--- src/rtl/twiddle_mult_stage_pkg.sv ---
// Shared defaults and elaboration-time helpers for the radix-2^2 twiddle stage.
// The twiddle generator evaluates sin/cos in Q30 fixed point, so tables are bit-exact across tools.
package twiddle_mult_stage_pkg;

  localparam int DATA_WIDTH_DEF = 16;
  localparam int TW_WIDTH_DEF   = 16;
  localparam int TW_FRAC_DEF    = 14;

  function automatic bit n_is_legal(input int n);
    return (n == 16) || (n == 64) || (n == 256);
  endfunction

  // Returns round(2^frac*cos(2*pi*e/n)) or -round(2^frac*sin(2*pi*e/n)).
  // Rounding is half away from zero.
  function automatic int tw_value(input int e, input int n_pts, input bit want_nsin, input int frac);
    longint two_pi_q30, x, x2, term, s_acc, c_acc, cv, sv, val, mag;
    int     quarter, q, r;
    two_pi_q30 = 64'sd6746518852;
    quarter    = n_pts / 4;
    q          = (e / quarter) % 4;
    r          = e % quarter;
    // Reduce to the first quadrant so the Taylor series converges quickly.
    x     = (two_pi_q30 * longint'(r)) / longint'(n_pts);
    x2    = (x * x) >>> 30;
    s_acc = x;
    term  = x;
    for (int i = 1; i <= 10; i++) begin
      term  = ((term * x2) >>> 30) / longint'((2 * i) * (2 * i + 1));
      s_acc = (i % 2 == 1) ? s_acc - term : s_acc + term;
    end
    c_acc = 64'sd1073741824;
    term  = c_acc;
    for (int i = 1; i <= 10; i++) begin
      term  = ((term * x2) >>> 30) / longint'((2 * i - 1) * (2 * i));
      c_acc = (i % 2 == 1) ? c_acc - term : c_acc + term;
    end
    case (q)
      0:       begin cv =  c_acc; sv =  s_acc; end
      1:       begin cv = -s_acc; sv =  c_acc; end
      2:       begin cv = -c_acc; sv = -s_acc; end
      default: begin cv =  s_acc; sv = -c_acc; end
    endcase
    val = want_nsin ? -sv : cv;
    mag = (val < 0) ? -val : val;
    mag = (mag + (64'sd1 <<< (29 - frac))) >>> (30 - frac);
    return int'((val < 0) ? -mag : mag);
  endfunction

endpackage

--- src/rtl/twiddle_mult_stage_if.sv ---
// Sample stream into and product stream out of the twiddle multiplier stage.
interface twiddle_mult_stage_if #(
  parameter int DATA_WIDTH = 16,
  parameter int P          = 32
);
  logic                         i_valid;
  logic                         i_sync;
  logic signed [DATA_WIDTH-1:0] i_real;
  logic signed [DATA_WIDTH-1:0] i_imag;
  logic                         o_valid;
  logic                         o_frame_start;
  logic signed [P-1:0]          o_real;
  logic signed [P-1:0]          o_imag;

  modport master (
    output i_valid, i_sync, i_real, i_imag,
    input  o_valid, o_frame_start, o_real, o_imag
  );

  modport slave (
    input  i_valid, i_sync, i_real, i_imag,
    output o_valid, o_frame_start, o_real, o_imag
  );
endinterface

--- src/rtl/twiddle_mult_stage_rom.sv ---
// Registered-read twiddle ROM: entry e = (cos, -sin) of 2*pi*e/N in Q2.(TW_WIDTH-2).
// Tables are generated at elaboration for each legal N.
module twiddle_rom
  import twiddle_mult_stage_pkg::*;
#(
  parameter int N        = 64,
  parameter int TW_WIDTH = TW_WIDTH_DEF
) (
  input  logic                       i_clk,
  input  logic [$clog2(N)-1:0]       i_addr,
  output logic signed [TW_WIDTH-1:0] o_cos,
  output logic signed [TW_WIDTH-1:0] o_nsin
);

  if (!n_is_legal(N)) begin : g_bad_n
    $fatal(1, "twiddle_rom: N must be 16, 64 or 256");
  end

  typedef logic [N-1:0][TW_WIDTH-1:0] tbl_t;

  function automatic tbl_t build_tbl(input bit want_nsin);
    tbl_t t;
    for (int e = 0; e < N; e++) t[e] = TW_WIDTH'(tw_value(e, N, want_nsin, TW_WIDTH - 2));
    return t;
  endfunction

  localparam tbl_t COS_TBL  = build_tbl(1'b0);
  localparam tbl_t NSIN_TBL = build_tbl(1'b1);

  always_ff @(posedge i_clk) begin
    o_cos  <= COS_TBL[i_addr];
    o_nsin <= NSIN_TBL[i_addr];
  end

endmodule

--- src/rtl/twiddle_mult_stage.sv ---
// Streaming complex multiply by W_N^e between BF2I/BF2II; full-precision products out.
// Three register stages: ROM read + data, partial products, combine.
module twiddle_mult_stage
  import twiddle_mult_stage_pkg::*;
#(
  parameter int DATA_WIDTH = DATA_WIDTH_DEF,
  parameter int TW_WIDTH   = TW_WIDTH_DEF,
  parameter int TW_FRAC    = TW_FRAC_DEF,
  parameter int N          = 64
) (
  input  logic                i_clk,
  input  logic                i_rst,
  twiddle_mult_stage_if.slave bus
);

  localparam int P      = DATA_WIDTH + TW_WIDTH;
  localparam int PW     = P - 1;
  localparam int AW     = $clog2(N);
  localparam int NW     = AW - 2;
  localparam int STAGES = 3;

  if (TW_FRAC != TW_WIDTH - 2) begin : g_bad_frac
    $fatal(1, "twiddle_mult_stage: twiddles are Q2.x, TW_FRAC must be TW_WIDTH-2");
  end

  logic [AW-1:0]                k_cnt, k_cur, exp_e;
  logic [1:0]                   grp;
  logic [NW-1:0]                n_idx;
  logic signed [TW_WIDTH-1:0]   tw_cos, tw_nsin;
  logic [STAGES:1]              vld_pipe, fs_pipe;
  logic signed [DATA_WIDTH-1:0] a_s1, b_s1;
  logic signed [PW-1:0]         ac, bd, ad, bc;
  logic signed [P-1:0]          re_q, im_q;

  // Sync forces k=0 for the sample carrying it, regardless of the running count.
  always_comb begin
    k_cur = bus.i_sync ? '0 : k_cnt;
    grp   = k_cur[AW-1 -: 2];
    n_idx = k_cur[NW-1:0];
    case (grp)
      2'd0:    exp_e = '0;
      2'd1:    exp_e = AW'({n_idx, 1'b0});
      2'd2:    exp_e = AW'(n_idx);
      default: exp_e = AW'({n_idx, 1'b0}) + AW'(n_idx);
    endcase
  end

  twiddle_rom #(.N(N), .TW_WIDTH(TW_WIDTH)) u_rom (
    .i_clk  (i_clk),
    .i_addr (exp_e),
    .o_cos  (tw_cos),
    .o_nsin (tw_nsin)
  );

  always_ff @(posedge i_clk or posedge i_rst) begin
    if (i_rst) begin
      k_cnt    <= '0;
      vld_pipe <= '0;
      fs_pipe  <= '0;
    end else begin
      vld_pipe <= {vld_pipe[STAGES-1:1], bus.i_valid};
      fs_pipe  <= {fs_pipe[STAGES-1:1], bus.i_valid && (k_cur == '0)};
      // N is a power of two, so the AW-bit increment wraps N-1 to 0.
      if (bus.i_valid) k_cnt <= k_cur + AW'(1);
    end
  end

  // Data stages load only with their valid; outputs hold across gaps.
  always_ff @(posedge i_clk or posedge i_rst) begin
    if (i_rst) begin
      a_s1 <= '0;
      b_s1 <= '0;
      ac   <= '0;
      bd   <= '0;
      ad   <= '0;
      bc   <= '0;
      re_q <= '0;
      im_q <= '0;
    end else begin
      if (bus.i_valid) begin
        a_s1 <= bus.i_real;
        b_s1 <= bus.i_imag;
      end
      // |twiddle| <= 2^TW_FRAC keeps every product inside PW bits.
      if (vld_pipe[1]) begin
        ac <= PW'(a_s1) * PW'(tw_cos);
        bd <= PW'(b_s1) * PW'(tw_nsin);
        ad <= PW'(a_s1) * PW'(tw_nsin);
        bc <= PW'(b_s1) * PW'(tw_cos);
      end
      if (vld_pipe[2]) begin
        re_q <= P'(ac) - P'(bd);
        im_q <= P'(ad) + P'(bc);
      end
    end
  end

  assign bus.o_valid       = vld_pipe[STAGES];
  assign bus.o_frame_start = fs_pipe[STAGES];
  assign bus.o_real        = re_q;
  assign bus.o_imag        = im_q;

endmodule
--- src/flat_wrapper.sv ---
// flat-port wrapper written by rule: the top's interface ports become plain ports
module twiddle_mult_stage_flat import twiddle_mult_stage_pkg::*;
#(
  parameter int DATA_WIDTH = DATA_WIDTH_DEF,
  parameter int TW_WIDTH   = TW_WIDTH_DEF,
  parameter int TW_FRAC    = TW_FRAC_DEF,
  parameter int N          = 64
)
  (i_clk, i_rst, bus_i_valid, bus_i_sync, bus_i_real, bus_i_imag, bus_o_valid, bus_o_frame_start, bus_o_real, bus_o_imag);
  twiddle_mult_stage_if #(.DATA_WIDTH(DATA_WIDTH)) bus_i ();
  input  logic i_clk;
  input  logic i_rst;
  input wire logic [$bits(bus_i.i_valid)-1:0] bus_i_valid;
  input wire logic [$bits(bus_i.i_sync)-1:0] bus_i_sync;
  input wire logic [$bits(bus_i.i_real)-1:0] bus_i_real;
  input wire logic [$bits(bus_i.i_imag)-1:0] bus_i_imag;
  output wire logic [$bits(bus_i.o_valid)-1:0] bus_o_valid;
  output wire logic [$bits(bus_i.o_frame_start)-1:0] bus_o_frame_start;
  output wire logic [$bits(bus_i.o_real)-1:0] bus_o_real;
  output wire logic [$bits(bus_i.o_imag)-1:0] bus_o_imag;
  assign bus_i.i_valid = bus_i_valid;
  assign bus_i.i_sync = bus_i_sync;
  assign bus_i.i_real = bus_i_real;
  assign bus_i.i_imag = bus_i_imag;
  assign bus_o_valid = bus_i.o_valid;
  assign bus_o_frame_start = bus_i.o_frame_start;
  assign bus_o_real = bus_i.o_real;
  assign bus_o_imag = bus_i.o_imag;
  twiddle_mult_stage #(.DATA_WIDTH(DATA_WIDTH), .TW_WIDTH(TW_WIDTH), .TW_FRAC(TW_FRAC), .N(N)) u_core (.i_clk(i_clk), .i_rst(i_rst), .bus(bus_i));
endmodule
--- config.mk ---
export PLATFORM = sky130hd
export DESIGN_NAME = twiddle_mult_stage_flat
export DESIGN_NICKNAME = d
export VERILOG_FILES = /design/src/rtl/twiddle_mult_stage_pkg.sv /design/src/rtl/twiddle_mult_stage_if.sv /design/src/rtl/twiddle_mult_stage_rom.sv /design/src/rtl/twiddle_mult_stage.sv /design/src/flat_wrapper.sv
export SDC_FILE = /design/constraint.sdc
export NUM_CORES = 2
export LEC_CHECK = 0
export CORE_UTILIZATION = 25
export CTS_CLUSTER_DIAMETER = 60
export CTS_CLUSTER_SIZE = 28
export DETAILED_ROUTE_END_ITERATION = 10
export GPL_TIMING_DRIVEN = 0
export HOLD_SLACK_MARGIN = 0.05
export PLACE_DENSITY = 0.5
export SLEW_MARGIN = 20
export SYNTH_ARGS = -nofsm -noshare
export SYNTH_HDL_FRONTEND = slang
export SYNTH_SLANG_ARGS = --single-unit
--- constraint.sdc ---
create_clock -name i_clk -period 8.7 [get_ports i_clk]
set_input_delay 0.87 -clock i_clk [delete_from_list [all_inputs] [get_ports i_clk]]
set_output_delay 0.87 -clock i_clk [all_outputs]
set_load 0.05 [all_outputs]
==> flow_summary.ini <==
[critical_path]
worstPathArrival_ns = 9.08
critPathTopFamily = adder cells
endpoint = u_core.bc[29]
cp.depth = 22
critPathSlowestCell = clkbuf_1
critPathBufInv = 5
reg2reg_from = u_core.u_rom.o_cos[3]
cpPeakStageDelay_ns = 0.83
cp-end-kind = flip-flop
critPathKind = flip-flop to flip-flop
cp-start-kind = flip-flop
r2r_slack_ns = 0.07
cp_cell_sequence = clkbuf_1 > and2_1 > fa_1 > fa_1 > ha_1 > inv_1 > fa_1 > inv_1 > fa_1 > inv_1 > fa_1 > inv_1 > ha_1 > nor4_1 > o21ai_0 > a41oi_1 > nor4b_1 > o31ai_1 > o21ai_0 > a211oi_1 > xor2_2 > a21oi_1
worst_path_most_repeated_cell = fa_1
r2r_end = u_core.bc[29]
crit_start = u_core.u_rom.o_cos[3]
worst-endpoint-required_ns = 9.16
cp_max_fo = 11
r2r.worst_path.cells = 22

[die]
start_util_pct = 25.1
io_pins = 102
fp.dieW_um = 461
rows = 168
die_h_um = 461
die-area_mm2 = 0.212
core-area_mm2 = 0.209

[sta]
max_clock_freq_ghz = 0.116
finalSetupViolCount = 0
hold_viol = 0
finalClockSkew_ns = 0.0577
worst_pin_slew_ns = 1.24
period_needed_ns = 8.63
drv_slew = 0
relSlewSlack_pct = 17.2
fin_crit_sh_pct = 99.2
rsz0062_at_grt = true
fin_setup_tns_ns = 0
final_critical_path_setup_slack_ns = 0.0727

[route]
detail_route.iter0.violations = 3366
ant_nets = 0
wl_met3_um = 15700
wl_per_cell_um = 22.7
route.top_layer_used = met5
met1_length_um = 85400
post-route-drc-count = 0
vias = 40400
routed_wl_um = 197000
drtPass1Iterations = 6
wl_met2_um = 86900
via_per_inst = 4.65

[synth]
synth_fp_nets = 7159
synthCells = 5700
synthSimpleGateAreaFrac_pct = 14.0
yosysWarnings = 0
yosys.area.top_type = fa_1
ys_seq_elements = 264
synthMostInstantiatedCell = inv_1
synth_top_family_by_area = adder cells
async_reset_ff_share_pct = 87.9
synth_area_leaders = fa_1, dfrtp_1, ha_1
synth_flop_cell = dfrtp_1
yosysSeqAreaShare_pct = 12.2
ys_types = 73
muxShareOfSynthArea_pct = 3.35
syn_area_mm2 = 0.0526
synthXorXnorAreaFrac_pct = 3.13
synth_top_area_share_pct = 39.1
yosys-top-cells-count = inv_1, fa_1, nand2_1
synth_edf_count = 0
synth_compound_gate_area_share_pct = 8.31
synthAdderAreaFrac_pct = 48.5
avgSynthCellArea_um2 = 9.23

[place]
place_ws_ns = -0.110
place.gp.congestion = 0.971
hpwl_um = 164000
port_buffers = 101

[final_layout]
syn_to_final_growth_pct = 12.0
nNetsFinal = 7309
drive_gt1_share_pct = 4.73

[pwr]
p_leak_nw = 29.1
sw_frac_of_total_pct = 39.2
seqPwrFrac_pct = 31.4
p_int_mw = 2.79
p_per_area_mw_per_mm2 = 77.8
combinationalPowerShare_pct = 28.1
max-vdd-ir-drop_uv = 137
power_mw = 4.58
p_switching_mw = 1.80
clkPwrFrac_pct = 40.5

[clocking]
htreeDepth = 2
clockBufferDepth = 3
ctsHoldBuffers = 0
cts-root-buf = clkbuf_16
cts.clk_slew.worst_paths_ns = 0.08
numCtsBuffers = 41
insertion_delay_ns = 0.66
cts_tree = yes
clkSinkCount = 264

[flow_run]
drv_cap = 0

[global_routing]
grt_max_degree = 71
grt_overflow = 0
grt_pass1_vias = 42400
grt_pass1_wl_um = 290000
antenna_found_initial = 30
grt_use_total_pct = 18.9

[hold_path]
hp-class = flip-flop to flip-flop

[outcome]
status = finished clean
[layout by cell type (no fill, tap or decap), types with 9 or more instances in the layout]
master	Yosys	layout
nor2b_1	25	25
a211o_1	16	16
or2_2	9	9
nor3_1	32	32
o211ai_1	26	26
clkbuf_16	0	42
o21ai_0	152	152
nand4_1	11	11
o21a_1	29	29
xnor2_1	136	132
a21oi_1	206	206
buf_1	12	10
or3_1	15	15
clkbuf_1	255	234
nand3_1	37	37
and2_1	485	485
ha_1	396	396
diode_2	0	14
nand2_1	640	640
a21o_1	68	68
o31ai_1	16	16
dfxtp_1	32	32
dfrtp_1	232	232
nor2_1	185	185
fa_1	1027	1027
mux2_2	142	142
xor2_1	52	50
nand2b_1	36	36
inv_1	1198	1197
a211oi_1	43	42
clkdlybuf4s50_1	0	101
mux2i_1	12	12
clkbuf_2	0	21
and3_1	12	12
o21bai_1	24	24
a31oi_1	18	18
o22ai_1	9	9
[metal layers]
| metal | up-vias | GRT usage, % |
|---|---|---|
| met2 | 1468 | 29.3 |
| met4 | 8 | 7.56 |
| met3 | 291 | 4.21 |
| met1 | 20900 | 25.3 |
| met5 | - | 0 |
| li1 | 17800 | - |
[kinds of logic after synthesis]
group,Yosys count
AO/OA/AOI/OAI,686
XOR/XNOR,188
adder cells (fa/ha/maj),1423
buffers and inverters,1466
flip-flops,264
multiplexers,156
AND/OR/NAND/NOR,1517
[sequential cells by signal, summed over array words and instances, names as in the netlist]
signal,flops
u_core.bus.o_imag,32
u_core.bus.o_real,32
u_core.ac,31
u_core.ad,31
u_core.bc,31
u_core.bd,31
u_core.a_s1,16
u_core.b_s1,16
u_core.u_rom.o_cos,16
u_core.u_rom.o_nsin,16
u_core.k_cnt,6
u_core.fs_pipe,3
u_core.vld_pipe,3
[power groups by stage]
| stage | clock network, mW | logic (mW) | registers (mW) |
|---|---|---|---|
| final | 1.86 | 1.29 | 1.44 |
| after floorplan | 0 | 0.544 | 1.64 |
| after global placement | 0 | 1.26 | 1.46 |
| after detailed placement | 0 | 1.27 | 1.46 |
| after global routing | 1.96 | 1.37 | 1.45 |
| after CTS | 1.92 | 1.28 | 1.44 |
[how the worst min path moves through the flow]
stage / from / endpoint / slack [ns] / depth (start not counted)
5_1_grt: u_core.fs_pipe[2] / u_core.fs_pipe[3] / 0.38 / 0
6_report: u_core.fs_pipe[2] / u_core.fs_pipe[3] / 0.36 / 0
3_5_place_dp: u_core.fs_pipe[2] / u_core.fs_pipe[3] / 0.34 / 0
4_1_cts: u_core.fs_pipe[1] / u_core.fs_pipe[2] / 0.36 / 0
2_1_floorplan: u_core.fs_pipe[1] / u_core.fs_pipe[2] / 0.33 / 0
3_3_place_gp: u_core.fs_pipe[2] / u_core.fs_pipe[3] / 0.34 / 0
[metrics by stage]
stage	util, %	cells	hold WS (ns)	instance area (µm²)
6_report	28.2	8702	0.364	58900
5_1_grt	28.1	8690	0.376	58900
4_1_cts	28.1	8688	0.363	58900
3_5_place_dp	27.4	8612	0.342	57300
3_3_place_gp	27.3	8606	0.341	57100
2_1_floorplan	-	5700	0.331	52600
[final cells by class]
type / count / area [µm²]
Fill cell: 22500 / 150000
Multi-Input combinational cell: 3970 / 40700
Sequential cell: 264 / 6450
Inverter: 1199 / 4510
Tap cell: 2805 / 3510
Timing Repair Buffer: 107 / 1150
Clock buffer: 46 / 1110
Buffer: 267 / 1030
Clock inverter: 30 / 415
Antenna cell: 14 / 35.0
[timing repair]
action / CTS / global route
buffers inserted: 0 / 0
endpoints found under the hold margin: 0 / 0
setup endpoints to repair: 2 / 3
gates resized for setup: 4 / 3
Power figures use the tool's default switching activity.
